`config.mk`:
```
export PLATFORM = sky130hd
export DESIGN_NAME = pipe_control_flat
export DESIGN_NICKNAME = d
export VERILOG_FILES = /design/src/rtl/pipe_control_if.sv /design/src/rtl/pipe_control.sv /design/src/flat_wrapper.sv
export SDC_FILE = /design/constraint.sdc
export NUM_CORES = 1
export LEC_CHECK = 0
export BUFFER_PORTS_ARGS = -buffer_cell sky130_fd_sc_hd__buf_2
export CAP_MARGIN = 25
export CORE_MARGIN = 2
export CORE_UTILIZATION = 43
export CTS_CLUSTER_SIZE = 14
export DETAILED_ROUTE_END_ITERATION = 10
export PLACE_DENSITY = 0.8
export SYNTH_ARGS = -nofsm -noshare
export SYNTH_HDL_FRONTEND = slang
export SYNTH_SLANG_ARGS = --single-unit
```
`constraint.sdc`:
```
create_clock -name clk -period 2.2 [get_ports clk]
set_input_delay 0 -clock clk [delete_from_list [all_inputs] [get_ports clk]]
set_output_delay 0 -clock clk [all_outputs]
set_load 0.03 [all_outputs]
```
`src/rtl/pipe_control_if.sv`:
```
// pipe_control_if
// Bundles the decode-side inputs and the EX-side control outputs of
// pipe_control. The SIGW/REGAW values given here must match the ones
// given to the pipe_control instance that uses this interface.
//
//   master : decode stage / ALU / EXEC unit side (drives id_*, alu_flags, exec_done)
//   slave  : pipe_control (drives stall, redirect, exec_req and the ex_* word)
//
//   id_valid, id_opcode[3:0], id_cond[2:0], id_rs/id_rt/id_rd[REGAW-1:0]
//   alu_flags[2:0] {N,V,Z}, exec_done
//   stall, redirect, exec_req, ex_valid, ex_opcode[3:0], ex_rd[REGAW-1:0],
//   ex_alu_op[2:0], ex_signal[SIGW-1:0], ex_write_en, ex_mem_en, ex_mem_write_n
interface pipe_control_if #(
    parameter int SIGW  = 12,
    parameter int REGAW = 4
);
    logic             id_valid;
    logic [3:0]       id_opcode;
    logic [2:0]       id_cond;
    logic [REGAW-1:0] id_rs;
    logic [REGAW-1:0] id_rt;
    logic [REGAW-1:0] id_rd;
    logic [2:0]       alu_flags;
    logic             exec_done;

    logic             stall;
    logic             redirect;
    logic             exec_req;
    logic             ex_valid;
    logic [3:0]       ex_opcode;
    logic [REGAW-1:0] ex_rd;
    logic [2:0]       ex_alu_op;
    logic [SIGW-1:0]  ex_signal;
    logic             ex_write_en;
    logic             ex_mem_en;
    logic             ex_mem_write_n;

    modport master (
        output id_valid, id_opcode, id_cond, id_rs, id_rt, id_rd, alu_flags, exec_done,
        input  stall, redirect, exec_req, ex_valid, ex_opcode, ex_rd, ex_alu_op,
               ex_signal, ex_write_en, ex_mem_en, ex_mem_write_n
    );

    modport slave (
        input  id_valid, id_opcode, id_cond, id_rs, id_rt, id_rd, alu_flags, exec_done,
        output stall, redirect, exec_req, ex_valid, ex_opcode, ex_rd, ex_alu_op,
               ex_signal, ex_write_en, ex_mem_en, ex_mem_write_n
    );
endinterface

```
`src/rtl/pipe_control.sv`:
```
// pipe_control
// Control unit between decode and the ID/EX register of the 16-bit CPU.
// Decodes the opcode into one registered control word per accepted
// instruction, keeps the {N,V,Z} flag register, resolves B/JAL/JR,
// interlocks on load-use and flag hazards and runs the EXEC handshake.
//
// Ports:
//   clk  : rising-edge clock
//   rst  : synchronous active-high reset
//   bus  : pipe_control_if.slave (decode inputs, stall/redirect, exec_req, ex_* word)
module pipe_control #(
    parameter int SIGW      = 12,
    parameter int REGAW     = 4,
    parameter int HAZARD_EN = 1
) (
    input  logic          clk,
    input  logic          rst,
    pipe_control_if.slave bus
);

    typedef enum logic [0:0] {IDLE, EXEC_WAIT} state_t;

    typedef struct packed {
        logic [11:0] sig;
        logic [2:0]  alu;
        logic        we;
        logic        me;
        logic        mwn;
    } ctl_t;

    localparam ctl_t BUBBLE = '{sig: 12'h000, alu: 3'b000, we: 1'b0, me: 1'b0, mwn: 1'b1};

    function automatic ctl_t decode_ctl(input logic [3:0] op, input logic taken);
        ctl_t c;
        c = BUBBLE;
        case (op)
            4'h0, 4'h1, 4'h2, 4'h3: begin c.sig = 12'h036; c.alu = op[2:0]; c.we = 1'b1; end
            4'h4, 4'h5, 4'h6, 4'h7: begin c.sig = 12'h016; c.alu = op[2:0]; c.we = 1'b1; end
            4'h8: begin c.sig = 12'h896; c.we = 1'b1; c.me = 1'b1; end
            4'h9: begin c.sig = 12'h930; c.me = 1'b1; c.mwn = 1'b0; end
            4'hA: begin c.sig = 12'h500; c.we = 1'b1; end
            4'hB: begin c.sig = 12'h000; c.alu = 3'b010; c.we = 1'b1; end
            4'hC: c.sig = taken ? 12'h031 : 12'h030;
            4'hD: begin c.sig = 12'h17D; c.we = 1'b1; end
            4'hE: c.sig = 12'h17F;
            default: begin c.sig = 12'h137; c.we = 1'b1; end
        endcase
        return c;
    endfunction

    // Flags are packed {N,V,Z}.
    function automatic logic cond_taken(input logic [2:0] cond, input logic [2:0] f);
        logic n, v, z;
        n = f[2];
        v = f[1];
        z = f[0];
        case (cond)
            3'b000:  return z;
            3'b001:  return !z;
            3'b010:  return !z && !n;
            3'b011:  return n;
            3'b100:  return z || (!z && !n);
            3'b101:  return z || n;
            3'b110:  return v;
            default: return 1'b1;
        endcase
    endfunction

    state_t           state, state_nxt;
    logic             kill_p1, kill_nxt;
    logic [2:0]       flags_p1;
    logic             exec_req_p1, exec_req_nxt;
    logic [REGAW-1:0] exec_rd, exec_rd_nxt;

    logic             vld_p1, vld_nxt;
    logic [3:0]       opcode_p1, opcode_nxt;
    logic [REGAW-1:0] rd_p1, rd_nxt;
    ctl_t             ctl_p1, ctl_nxt;

    logic load_use, flag_hz, hazard, taken, jump, exec_start, stall_c, redirect_c, issue;

    always_comb begin
        load_use = 1'b0;
        flag_hz  = 1'b0;
        if (HAZARD_EN != 0 && bus.id_valid) begin
            load_use = vld_p1 && (opcode_p1 == 4'h8) && (rd_p1 != '0) &&
                       ((rd_p1 == bus.id_rs) || (rd_p1 == bus.id_rt));
            flag_hz  = (bus.id_opcode == 4'hC) && vld_p1 && !opcode_p1[3];
        end
    end

    assign hazard     = load_use || flag_hz;
    assign taken      = cond_taken(bus.id_cond, flags_p1);
    assign jump       = (bus.id_opcode == 4'hD) || (bus.id_opcode == 4'hE) ||
                        ((bus.id_opcode == 4'hC) && taken);
    // EXEC holds in decode from the cycle it is recognised until exec_done,
    // so the word issued on exec_done belongs to that same instruction.
    assign exec_start = (state == IDLE) && bus.id_valid && (bus.id_opcode == 4'hF) &&
                        !hazard && !kill_p1;
    // A killed slot never stalls: the instruction in decode is being thrown away.
    assign stall_c    = !kill_p1 && (hazard || (state == EXEC_WAIT) || exec_start);
    assign redirect_c = bus.id_valid && !stall_c && !kill_p1 && jump;
    assign issue      = bus.id_valid && !stall_c && !kill_p1;

    always_comb begin
        state_nxt    = state;
        kill_nxt     = 1'b0;
        exec_req_nxt = exec_req_p1;
        exec_rd_nxt  = exec_rd;
        vld_nxt      = 1'b0;
        opcode_nxt   = 4'h0;
        rd_nxt       = '0;
        ctl_nxt      = BUBBLE;
        if (kill_p1) begin
            // discard the decode slot behind a taken branch or jump
        end else if (state == EXEC_WAIT) begin
            if (bus.exec_done) begin
                state_nxt    = IDLE;
                exec_req_nxt = 1'b0;
                vld_nxt      = 1'b1;
                opcode_nxt   = 4'hF;
                rd_nxt       = exec_rd;
                ctl_nxt      = decode_ctl(4'hF, 1'b0);
            end
        end else if (exec_start) begin
            state_nxt    = EXEC_WAIT;
            exec_req_nxt = 1'b1;
            exec_rd_nxt  = bus.id_rd;
        end else if (issue) begin
            vld_nxt    = 1'b1;
            opcode_nxt = bus.id_opcode;
            rd_nxt     = bus.id_rd;
            ctl_nxt    = decode_ctl(bus.id_opcode, taken);
            kill_nxt   = redirect_c;
        end
    end

    // ---- ID -> EX register boundary ----
    always_ff @(posedge clk) begin
        if (rst) begin
            state       <= IDLE;
            kill_p1     <= 1'b0;
            flags_p1    <= 3'b000;
            exec_req_p1 <= 1'b0;
            vld_p1      <= 1'b0;
            opcode_p1   <= 4'h0;
            rd_p1       <= '0;
            ctl_p1      <= BUBBLE;
        end else begin
            state       <= state_nxt;
            kill_p1     <= kill_nxt;
            exec_req_p1 <= exec_req_nxt;
            vld_p1      <= vld_nxt;
            opcode_p1   <= opcode_nxt;
            rd_p1       <= rd_nxt;
            ctl_p1      <= ctl_nxt;
            // alu_flags belong to the instruction currently in EX
            if (vld_p1 && !opcode_p1[3])
                flags_p1 <= bus.alu_flags;
        end
    end

    always_ff @(posedge clk) begin
        exec_rd <= exec_rd_nxt;
    end

    assign bus.stall          = stall_c;
    assign bus.redirect       = redirect_c;
    assign bus.exec_req       = exec_req_p1;
    assign bus.ex_valid       = vld_p1;
    assign bus.ex_opcode      = opcode_p1;
    assign bus.ex_rd          = rd_p1;
    assign bus.ex_alu_op      = ctl_p1.alu;
    assign bus.ex_signal      = SIGW'(ctl_p1.sig);
    assign bus.ex_write_en    = ctl_p1.we;
    assign bus.ex_mem_en      = ctl_p1.me;
    assign bus.ex_mem_write_n = ctl_p1.mwn;

endmodule

```
`src/flat_wrapper.sv`:
```
// flat-port wrapper written by rule: the top's interface ports become plain ports
module pipe_control_flat 
#(
    parameter int SIGW      = 12,
    parameter int REGAW     = 4,
    parameter int HAZARD_EN = 1
)
  (clk, rst, bus_id_valid, bus_id_opcode, bus_id_cond, bus_id_rs, bus_id_rt, bus_id_rd, bus_alu_flags, bus_exec_done, bus_stall, bus_redirect, bus_exec_req, bus_ex_valid, bus_ex_opcode, bus_ex_rd, bus_ex_alu_op, bus_ex_signal, bus_ex_write_en, bus_ex_mem_en, bus_ex_mem_write_n);
  pipe_control_if #(.SIGW(SIGW), .REGAW(REGAW)) bus_i ();
  input  logic clk;
  input  logic rst;
  input wire logic [$bits(bus_i.id_valid)-1:0] bus_id_valid;
  input wire logic [$bits(bus_i.id_opcode)-1:0] bus_id_opcode;
  input wire logic [$bits(bus_i.id_cond)-1:0] bus_id_cond;
  input wire logic [$bits(bus_i.id_rs)-1:0] bus_id_rs;
  input wire logic [$bits(bus_i.id_rt)-1:0] bus_id_rt;
  input wire logic [$bits(bus_i.id_rd)-1:0] bus_id_rd;
  input wire logic [$bits(bus_i.alu_flags)-1:0] bus_alu_flags;
  input wire logic [$bits(bus_i.exec_done)-1:0] bus_exec_done;
  output wire logic [$bits(bus_i.stall)-1:0] bus_stall;
  output wire logic [$bits(bus_i.redirect)-1:0] bus_redirect;
  output wire logic [$bits(bus_i.exec_req)-1:0] bus_exec_req;
  output wire logic [$bits(bus_i.ex_valid)-1:0] bus_ex_valid;
  output wire logic [$bits(bus_i.ex_opcode)-1:0] bus_ex_opcode;
  output wire logic [$bits(bus_i.ex_rd)-1:0] bus_ex_rd;
  output wire logic [$bits(bus_i.ex_alu_op)-1:0] bus_ex_alu_op;
  output wire logic [$bits(bus_i.ex_signal)-1:0] bus_ex_signal;
  output wire logic [$bits(bus_i.ex_write_en)-1:0] bus_ex_write_en;
  output wire logic [$bits(bus_i.ex_mem_en)-1:0] bus_ex_mem_en;
  output wire logic [$bits(bus_i.ex_mem_write_n)-1:0] bus_ex_mem_write_n;
  assign bus_i.id_valid = bus_id_valid;
  assign bus_i.id_opcode = bus_id_opcode;
  assign bus_i.id_cond = bus_id_cond;
  assign bus_i.id_rs = bus_id_rs;
  assign bus_i.id_rt = bus_id_rt;
  assign bus_i.id_rd = bus_id_rd;
  assign bus_i.alu_flags = bus_alu_flags;
  assign bus_i.exec_done = bus_exec_done;
  assign bus_stall = bus_i.stall;
  assign bus_redirect = bus_i.redirect;
  assign bus_exec_req = bus_i.exec_req;
  assign bus_ex_valid = bus_i.ex_valid;
  assign bus_ex_opcode = bus_i.ex_opcode;
  assign bus_ex_rd = bus_i.ex_rd;
  assign bus_ex_alu_op = bus_i.ex_alu_op;
  assign bus_ex_signal = bus_i.ex_signal;
  assign bus_ex_write_en = bus_i.ex_write_en;
  assign bus_ex_mem_en = bus_i.ex_mem_en;
  assign bus_ex_mem_write_n = bus_i.ex_mem_write_n;
  pipe_control #(.SIGW(SIGW), .REGAW(REGAW), .HAZARD_EN(HAZARD_EN)) u_core (.clk(clk), .rst(rst), .bus(bus_i));
endmodule
```
==> impl_summary.txt <==
----------------------------------------------------
[Place]
  Last weighted congestion value of the routability-driven placer ... 0.8173
  Dpl cell area ... 1734 um2
  HPWL after DPL ... 2193 um
  Worst-case setup slack after placement ... 398.3 ps
  IO buf count ... 54

[Final layout]
  Final standard cell area without fillers ... 1946 um2
  Layout cell share with drive strength beyond 1 ... 0.3302
  Number of inserted diodes ... 0
  P&R area growth vs syn ... 34.63%
  Fin nets ... 237

[Setup path]
  Delay of the slowest cell on the worst path ... 540 ps
  Required time at the endpoint of the critical path ... 2200 ps
  Endpoint class of the critical path ... output pin
  Kind of launch point of the worst setup path ... input port
  List of cells traversed by the critical path ... dlygate4sd3_1 -> buf_2 -> or4b_1 -> a21oi_2 -> nor2_1 -> a211oi_1 -> buf_2
  Peak fanout along the critical path ... 12
  Worst path buffer plus inverter count ... 3
  Most numerous cell on the critical path ... sky130_fd_sc_hd__buf_2
  Worst Path Class, Setup ... input port to output pin
  CP Data Arrival Time ... 2030 ps
  Critical path's slowest cell ... sky130_fd_sc_hd__dlygate4sd3_1
  Gate family responsible for the most delay along the worst path ... buffers and inverters

[Yosys]
  Net count of the mapped netlist ... 170
  Largest family of logic cells by synthesized area ... simple AND/OR/NAND/NOR gates
  Yosys Warn Count ... 0
  Xor and xnor area share after synthesis ... 0.04848
  #FFs+latches synth ... 35
  Synthesized area per cell ... 10.04 um2
  Dominant cells by area after synthesis ... sky130_fd_sc_hd__dfxtp_1 43%, sky130_fd_sc_hd__edfxtp_1 8.3%, sky130_fd_sc_hd__xor2_1 4.8%
  Share of synthesized area spent on multiplexers ... 0.02771
  Most instantiated flip-flop cell in the synthesis netlist ... sky130_fd_sc_hd__dfxtp_1
  Synthesized area ... 1445 um2
  Portion of the post-synthesis area used by sequential elements ... 0.5126
  Post-Synth Simple-Gate Area ... 0.2026
  Library cells used by synthesis ... 45
  Compound-Gate Fraction of Synth Area ... 0.1636
  Cell taking the most area after synthesis ... sky130_fd_sc_hd__dfxtp_1
  Area share of the largest cell type after synthesis ... 0.4294
  Gate count of the mapped netlist ... 144
  Share of async-settable or async-resettable flops after synthesis ... 0
  Post-synth EDFFs ... 4
  Adder-cell share of the synthesized area ... 0

[Status]
  Run status ... finished, final reports clean

[Detailed routing]
  Total wirelength of the detailed-routed design ... 3106 um
  Via count of the routed design ... 1241
  Detailed Route Iter0 Violations ... 27
  First-pass iteration count of the detailed router ... 4
  Wire length per cell ... 12.04 um
  Detailed-route DRC error count ... 0
  Via density per instance ... 4.810
  Count of antenna-violating nets left after detailed routing ... 0

[CTS]
  Root buffer cell ... sky130_fd_sc_hd__clkbuf_4
  TritonCTS clock tree ... built
  Number of H-tree branching levels ... 2
  Clock Tree Buf Depth ... 2
  Number of buffers created by CTS ... 5
  TritonCTS sink count ... 35
  Clock-pin slew on the worst setup and hold paths ... 110 ps
  Insertion delay of the later-clocked pin in the worst-skew pair ... 320 ps
  Buffers inserted during post-CTS setup optimization ... 0

[STA]
  Final count of hold timing violations ... 0
  Final period util ... 0.9247
  Final setup violation count ... 0
  Min Tclk post-route ... 2034 ps
  Count of final max-slew check failures ... 0
  Hold Slack ... 35.84 ps
  RSZ-0062 raised after global routing ... no
  PnR worst setup slack ... 165.6 ps
  FMAX ... 491.5 MHz
  Final worst clock skew ... 7.023 ps
  Final setup TNS ... 0 ps

[Global routing]
  Number of antenna violations at the first check in global routing ... 0
  Via count of the first global-routing pass ... 1079
  All-layer global routing usage ... 0.1640
  Pin count of the biggest net entering global routing ... 13
  First-pass GRT wire length ... 4533 um
  Global route total overflow ... 0

[Floorplan]
  I/O pins ... 56
  Core area ... 3284 um2
  Die ar. ... 3840 um2
  Width of the chip ... 61.97 um
  Starting utilization of the core area ... 0.4400
  Die height ... 61.97 um
  FP Rows ... 21

[Power and ir drop]
  Leakage power figure ... 0.9590 nW
  Total power density per cell area ... 686.5 nW/um2
  VDD IR max ... 0.3635 mV

[Flow run]
  Number of maximum-capacitance violations ... 0

[Worst hold path]
  Worst min path class ... input port to flop

----------------------------------------------------
-- cells in the mapped netlist, types with 4 or more instances --
library cell and n:
sky130_fd_sc_hd__a21o_1 6, sky130_fd_sc_hd__a21oi_1 5, sky130_fd_sc_hd__a22o_1 4, sky130_fd_sc_hd__a31oi_1 4, sky130_fd_sc_hd__clkbuf_1 4, sky130_fd_sc_hd__dfxtp_1 31, sky130_fd_sc_hd__edfxtp_1 4, sky130_fd_sc_hd__inv_1 4
sky130_fd_sc_hd__mux2i_1 4, sky130_fd_sc_hd__nand2_1 9, sky130_fd_sc_hd__nor2_1 13, sky130_fd_sc_hd__nor2b_1 4, sky130_fd_sc_hd__nor3_1 7, sky130_fd_sc_hd__xor2_1 8
-- timing repair --
item,in CTS,in global routing
gates resized for setup,0,0
setup endpoints to repair,0,0
endpoints found under the hold margin,16,0
hold buffers,13,0
-- report_power, final --
| part | internal [mW] | switching (mW) | total [mW] | leakage (nW) |
|---|---|---|---|---|
| logic | 0.0853 | 0.124 | 0.209 | 0.624 |
| registers | 0.668 | 0.0126 | 0.681 | 0.289 |
| clock network | 0.239 | 0.207 | 0.446 | 0.0452 |
| total | 0.993 | 0.343 | 1.34 | 0.959 |
-- flip-flops by register name, indices dropped and copies added (netlist names) --
register and count:
u_core.bus.ex_signal 10, u_core.bus.ex_opcode 4, u_core.bus.ex_rd 4, u_core.exec_rd 4
u_core.bus.ex_alu_op 3, u_core.flags_p1 3, u_core.bus.ex_mem_en 1, u_core.bus.ex_mem_write_n 1
u_core.bus.ex_valid 1, u_core.bus.ex_write_en 1, u_core.bus.exec_req 1, u_core.kill_p1 1
u_core.state 1
-- cells by family after synthesis --
| family | Yosys count |
|---|---|
| AO/OA/AOI/OAI | 32 |
| XOR/XNOR | 8 |
| buffers and inverters | 12 |
| flip-flops | 35 |
| multiplexers | 4 |
| other | 1 |
| AND/OR/NAND/NOR | 52 |
-- metal layers --
metal	GRT usage	wire [um]	vias up
li1	-	-	641
met1	0.1944	1363	557
met2	0.2813	1567	38
met3	0.03106	129	5
met4	0.08207	46	0
met5	0	0	-
-- cell type report --
class,count,area (um2)
clock buffers,5,37.54
clock inverters,3,43.79
fillers,292,1339
inverters,4,15.01
multi-input cells,97,643.1
flip-flops and latches,35,740.7
well taps,46,57.56
repair buffers,68,407.9
-- metrics by stage --
step / total power [mW] / util / std cells
2_1_floorplan: 0.8254 / - / 144
3_3_place_gp: 0.8831 / 0.5280 / 237
3_5_place_dp: 0.8855 / 0.5280 / 237
4_1_cts: 1.348 / 0.5924 / 258
5_1_grt: 1.403 / 0.5924 / 258
6_report: 1.336 / 0.5924 / 258
-- cells in the final DEF (no fill, tap or decap), types with 2 or more instances in the layout --
cell type and instances:
sky130_fd_sc_hd__nand2_1 9, sky130_fd_sc_hd__nor2b_1 4, sky130_fd_sc_hd__dlygate4sd3_1 13, sky130_fd_sc_hd__inv_1 4, sky130_fd_sc_hd__a31oi_1 4, sky130_fd_sc_hd__dfxtp_1 31
sky130_fd_sc_hd__a21oi_1 5, sky130_fd_sc_hd__a21o_1 6, sky130_fd_sc_hd__clkbuf_4 5, sky130_fd_sc_hd__nor3_1 7, sky130_fd_sc_hd__nor2_1 13, sky130_fd_sc_hd__xor2_1 8
sky130_fd_sc_hd__nor4_1 2, sky130_fd_sc_hd__a22o_1 4, sky130_fd_sc_hd__a211oi_1 2, sky130_fd_sc_hd__and3_1 2, sky130_fd_sc_hd__or3_1 2, sky130_fd_sc_hd__edfxtp_1 4
sky130_fd_sc_hd__o21ai_0 2, sky130_fd_sc_hd__buf_2 54, sky130_fd_sc_hd__mux2i_1 4
-- path summary, 6_finish.rpt --
kind | to | slack, ps | startpoint | cells past startpoint
setup / recovery | bus_stall | 170 | bus_id_opcode[1] | 7
hold / removal | u_core.bus.ex_signal[8] | 40 | bus_exec_done | 3
setup reg to reg | u_core.exec_rd[2] | 380 | u_core.bus.ex_rd[0] | 3
hold reg to reg | u_core.bus.ex_rd[2] | 470 | u_core.exec_rd[2] | 1
-- worst min-delay path, stage by stage --
cell and delay [ps]:
sky130_fd_sc_hd__buf_2 100, sky130_fd_sc_hd__nand2_1 140, sky130_fd_sc_hd__a21oi_1 80
(Power assumes the default switching activity.)
